--- src/rtl/enet_rx_buf.sv ---
// Receive-side word buffer between the Ethernet receiver and the CPU bus.
// Received words are queued in a FIFO. The CPU sees a DATA register that pops
// with zero latency and a STATUS register. An interrupt state machine raises
// intr once per burst, and the CPU drains the FIFO until it is empty.
module enet_rx_buf #(
    parameter int DEPTH_LOG2 = 4,
    parameter int DATA_W     = 32
) (
    input  logic              clk,
    input  logic              rst_n,
    input  logic              rx_valid,
    input  logic [DATA_W-1:0] rx_data,
    input  logic              cs,
    input  logic              rd,
    input  logic              reg_sel,
    output logic [DATA_W-1:0] rdata,
    output logic              intr,
    input  logic              inta,
    output logic              overflow
);

    localparam int                DEPTH    = 1 << DEPTH_LOG2;
    localparam logic [DEPTH_LOG2:0] FULL_CNT = (DEPTH_LOG2 + 1)'(DEPTH);
    localparam logic [DEPTH_LOG2:0] ONE_CNT  = (DEPTH_LOG2 + 1)'(1);

    typedef enum logic [1:0] {
        IDLE    = 2'b00,
        PENDING = 2'b01,
        SERVICE = 2'b10
    } state_t;

    logic [DATA_W-1:0]     mem_q [DEPTH];
    logic [DEPTH_LOG2-1:0] wr_ptr_q;
    logic [DEPTH_LOG2-1:0] rd_ptr_q;
    logic [DEPTH_LOG2:0]   count_q;
    logic [DEPTH_LOG2:0]   count_d;
    logic                  overflow_q;
    logic                  overflow_d;
    state_t                state_q;
    logic                  intr_q;

    logic empty;
    logic full;
    logic data_rd;
    logic stat_rd;
    logic pop;
    logic push;
    logic drop;
    logic drain_to_empty;
    logic [DATA_W-1:0] status;

    assign empty   = (count_q == '0);
    assign full    = (count_q == FULL_CNT);
    assign data_rd = cs & rd & ~reg_sel;
    assign stat_rd = cs & rd & reg_sel;
    // A read of an empty FIFO is not a pop, so a push into an empty FIFO always wins.
    assign pop     = data_rd & ~empty;
    assign push    = rx_valid & (~full | pop);
    assign drop    = rx_valid & full & ~pop;
    // The last word leaves the FIFO and nothing replaces it in this cycle.
    assign drain_to_empty = pop & ~push & (count_q == ONE_CNT);

    assign intr     = intr_q;
    assign overflow = overflow_q;

    // Next-state values for the occupancy counter and the sticky overflow flag
    always_comb begin
        count_d = count_q;
        case ({push, pop})
            2'b10:   count_d = count_q + ONE_CNT;
            2'b01:   count_d = count_q - ONE_CNT;
            default: count_d = count_q;
        endcase
        overflow_d = overflow_q;
        if (stat_rd) overflow_d = 1'b0;
        if (drop)    overflow_d = 1'b1;
    end

    // STATUS layout and the combinational CPU read mux
    always_comb begin
        status = '0;
        status[0] = empty;
        status[1] = full;
        status[2] = overflow_q;
        status[3 +: DEPTH_LOG2 + 1] = count_q;
        status[4 + DEPTH_LOG2 +: 2] = state_q;
        rdata = '0;
        if (stat_rd)
            rdata = status;
        else if (pop)
            rdata = mem_q[rd_ptr_q];
    end

    // Word storage; contents are not reset
    always_ff @(posedge clk) begin
        if (push) mem_q[wr_ptr_q] <= rx_data;
    end

    // Pointers, count and overflow flag
    always_ff @(posedge clk or negedge rst_n) begin
        if (!rst_n) begin
            wr_ptr_q   <= '0;
            rd_ptr_q   <= '0;
            count_q    <= '0;
            overflow_q <= 1'b0;
        end else begin
            if (push) wr_ptr_q <= wr_ptr_q + 1'b1;
            if (pop)  rd_ptr_q <= rd_ptr_q + 1'b1;
            count_q    <= count_d;
            overflow_q <= overflow_d;
        end
    end

    // Interrupt FSM; emptying the FIFO takes priority over inta in PENDING so
    // SERVICE is never entered with nothing left to drain
    always_ff @(posedge clk or negedge rst_n) begin
        if (!rst_n) begin
            state_q <= IDLE;
            intr_q  <= 1'b0;
        end else begin
            case (state_q)
                IDLE: begin
                    if (push) begin
                        state_q <= PENDING;
                        intr_q  <= 1'b1;
                    end
                end
                PENDING: begin
                    if (drain_to_empty) begin
                        state_q <= IDLE;
                        intr_q  <= 1'b0;
                    end else if (inta) begin
                        state_q <= SERVICE;
                        intr_q  <= 1'b0;
                    end
                end
                SERVICE: begin
                    intr_q <= 1'b0;
                    if (drain_to_empty) state_q <= IDLE;
                end
                default: begin
                    state_q <= IDLE;
                    intr_q  <= 1'b0;
                end
            endcase
        end
    end

endmodule
--- config.mk ---
export PLATFORM = sky130hd
export DESIGN_NAME = enet_rx_buf
export DESIGN_NICKNAME = d
export VERILOG_FILES = /design/src/rtl/enet_rx_buf.sv
export SDC_FILE = /design/constraint.sdc
export NUM_CORES = 1
export LEC_CHECK = 0
export ABC_AREA = 1
export CORE_MARGIN = 3
export CORE_UTILIZATION = 40
export DETAILED_ROUTE_END_ITERATION = 8
export SLEW_MARGIN = 10
export SYNTH_ARGS = -nofsm -noshare
export SYNTH_HDL_FRONTEND = slang
export SYNTH_SLANG_ARGS = --single-unit
--- constraint.sdc ---
create_clock -name clk -period 4.3 [get_ports clk]
set_input_delay 1.29 -clock clk [delete_from_list [all_inputs] [get_ports clk]]
set_output_delay 1.29 -clock clk [all_outputs]
set_load 0.02 [all_outputs]
==> impl_metrics.csv <==
group,metric,value,unit
floorplanning,coreArea,53920,um^2
final_layout,diodes,0,
synthesis,yosysMostFrequentCell,"edfxtp_1",
setup_path,cp_max_fo,7,
run_status,status,"finished, final reports clean",
setup_path,endpoint_kind,"output pin",
final_layout,final_cell_area,25290,um^2
synthesis,yosysWarnings,0,
sta,worst_pin_slew,0.9254,ns
cts,cts_tree,"done",
cts,htreeDepth,2,
placed_design,placed_area,23670,um^2
grt,grt_overflow_total,0,
synthesis,syn_area,21830,um^2
sta,slew_viol_final,0,
grt,grtUsageMet1,25.47,%
sta,period_share,96.58,%
cts,cts_hold_buffers,0,
final_layout,nNetsFinal,2008,
synthesis,synth-main-ff-cell,"edfxtp_1",
synthesis,async_flop_share,3.214,%
synthesis,synth_enable_flop_cells,512,
setup_path,worst_ep_required_time,3.01,ns
floorplanning,num_rows,85,
cts,clockBufferDepth,3,
synthesis,synth_top_area_share,70.41,%
cts,root_buffer,"clkbuf_16",
placed_design,place_inst,2599,
cts,path_clk_slew,0.06,ns
route,wl,53.69,mm
sta,finalSetupTns,0,ns
setup_path,worstSetupPathType,"input port to output pin",
placed_design,dpl.hpwl,27.88,mm
power_and_ir_drop,p_leak,9.024,nW
route,num_vias,13994,
floorplanning,die_w,239.6,um
floorplanning,design.die.area,57430,um^2
synthesis,synth.largest_area_cell,"edfxtp_1",
synthesis,syn_nets,1934,
sta,setup_viol,0,
placed_design,routabilityCongestion,0.7862,
final_layout,postLayoutCoreUtil,46.91,%
route,dr.pass1.iters,5,
route,ant_nets,0,
sta,hold_viol_final,0,
grt,grt_util_met2,31.32,%
sta,setup_ws,0.1472,ns
cts,insertion_delay,0.62,ns
sta,max_freq,240.8,MHz
floorplanning,die_y,239.6,um
route,post_drt_wl_per_cell,19.89,um
power_and_ir_drop,total_power,16.47,mW
floorplanning,start_util,40.49,%
synthesis,ys_ff_latch,529,
synthesis,syn_avg_cell_area,11.58,um^2
grt,antenna_found_initial,2,
cts,cts_buffers,54,
grt,grt_pass1_vias,13796,
placed_design,portBuffers,72,
synthesis,synthCells,1886,
hold_path,min_path_type,"register to register",
grt,grt_max_degree,164,
final_layout,layout-drive-gt1-share,8.837,%
synthesis,ys_top_cells_by_area,"edfxtp_1 (70%), nor2_1 (6.7%), nand2_1 (6.4%)",
grt,grt_use_met3,2.948,%
power_and_ir_drop,peakVddDrop,0.0004508,V
placed_design,dp_slack,-0.1889,ns
setup_path,startpoint_type,"input port",
sta,hold_slack,0.4869,ns
grt,grt-busiest-layer,"met2",
setup_path,arrival,2.86,ns
sta,finClkSkew,0.02836,ns
route,routed_via_density,5.185,
route,drcViolationCount,0,
job,maxCapViolations,0,
sta,period_needed,4.153,ns
power_and_ir_drop,powerDensity,651.2,nW/um^2
synthesis,synth-seq-area-share,72.36,%
synthesis,yosys-top-cells-count,"edfxtp_1 (512), nor2_1 (389), nand2_1 (371), o21ai_0 (166), nand3_1 (146)",
synthesis,synth.distinct_cells,27,
grt,grt_first_pass_wirelength,81.99,mm
route,drt-initial-drc-count,1155,
floorplanning,ioPinCount,73,
grt,grt_usage,18.75,%
final_layout,syn2layout_area_growth,15.83,%
final_layout,final_cells,2699,
sta,rsz0062_at_grt,"no",
sta,slew_headroom,38.11,%
cts,post_cts_buffers,0,
cts,cts.sinks,529,
==> final cells by class <==
type                       instances  area [um^2]
multi-input combinational       1187         5336
clock buffer                      72         1481
fill                            4804        28630
tap                              696        870.8
timing repair buffer             126         1319
inverter                          62        245.2
clock inverter                    27        230.2
sequential                       529        15810
==> logic make-up (layout without fill, tap and decap cells) <==
logic type	count (synthesis)	in the layout	synth area share, %
flip-flops	529	529	72.36
adder cells (fa/ha/maj)	9	9	0.5157
XOR/XNOR	13	13	0.5215
AO/OA/AOI/OAI	254	254	6.275
AND/OR/NAND/NOR	911	911	16.58
buffers and inverters	170	287	3.748
==> path summary, 6_finish.rpt <==
path                            start           end  slack [ns]  cells after the start
max                                rd     rdata[29]        0.15                      9
min                              intr          intr        0.49                      2
max reg2reg                count_q[0]  mem_q[6][30]        1.62                      8
min reg2reg                      intr          intr        0.49                      2
max in group asynchronous       rst_n   rd_ptr_q[0]        2.41                      1
min in group asynchronous       rst_n    count_q[1]        1.21                      1
==> worst max-delay path, cell delays in order <==
cell	delay, ns
clkdlybuf4s50_1	0.46
nand2_1	0.07
nor2_1	0.14
nand2_1	0.10
inv_2	0.14
buf_4	0.19
nand2_1	0.06
nor2_1	0.08
clkdlybuf4s15_1	0.31
==> power breakdown <==
part | leakage (nW) | switching (mW) | internal [mW]
logic | 3.37 | 3.82 | 1.70
clock network | 0.824 | 1.96 | 2.60
registers | 4.83 | 0.195 | 6.20
total | 9.02 | 5.98 | 10.5
==> cell usage in the layout, fill, tap and decap left out, types with 8 or more instances in the layout <==
cell,netlist,final
o21ai_1,27,27
o211ai_1,36,36
clkbuf_2,2,24
clkdlybuf4s50_1,0,40
clkinv_1,0,13
buf_4,14,30
nand3_1,146,146
inv_1,58,57
o21ai_0,166,166
nor2_4,1,17
buf_12,0,22
nand2_1,371,371
a21oi_1,22,22
clkbuf_1,27,14
xor2_1,12,12
clkdlybuf4s15_1,0,8
nor2_1,389,373
dfrtp_1,17,14
clkbuf_16,0,57
edfxtp_1,512,512
ha_1,9,9
==> layer usage <==
metal | vias up | wire length, um | share of wire (%)
li1 | 6674 | - | -
met3 | 86 | 2732 | 5.1
met2 | 370 | 25540 | 48
met5 | - | 27 | 0.050
met4 | 4 | 1245 | 2.3
met1 | 6860 | 24150 | 45
==> registers in the layout, summed over array words and instances (netlist names) <==
name / cells
mem_q: 512
overflow: 1
rd_ptr_q: 4
count_q: 5
wr_ptr_q: 4
state_q: 2
intr: 1
==> timing repair <==
item | in CTS | in global routing
endpoints found under the hold margin | 0 | 0
resized for setup | 32 | 58
cloned | 0 | 1
pin swaps | 0 | 0
endpoints found under the setup margin | 32 | 32
(Power assumes the default switching activity.)
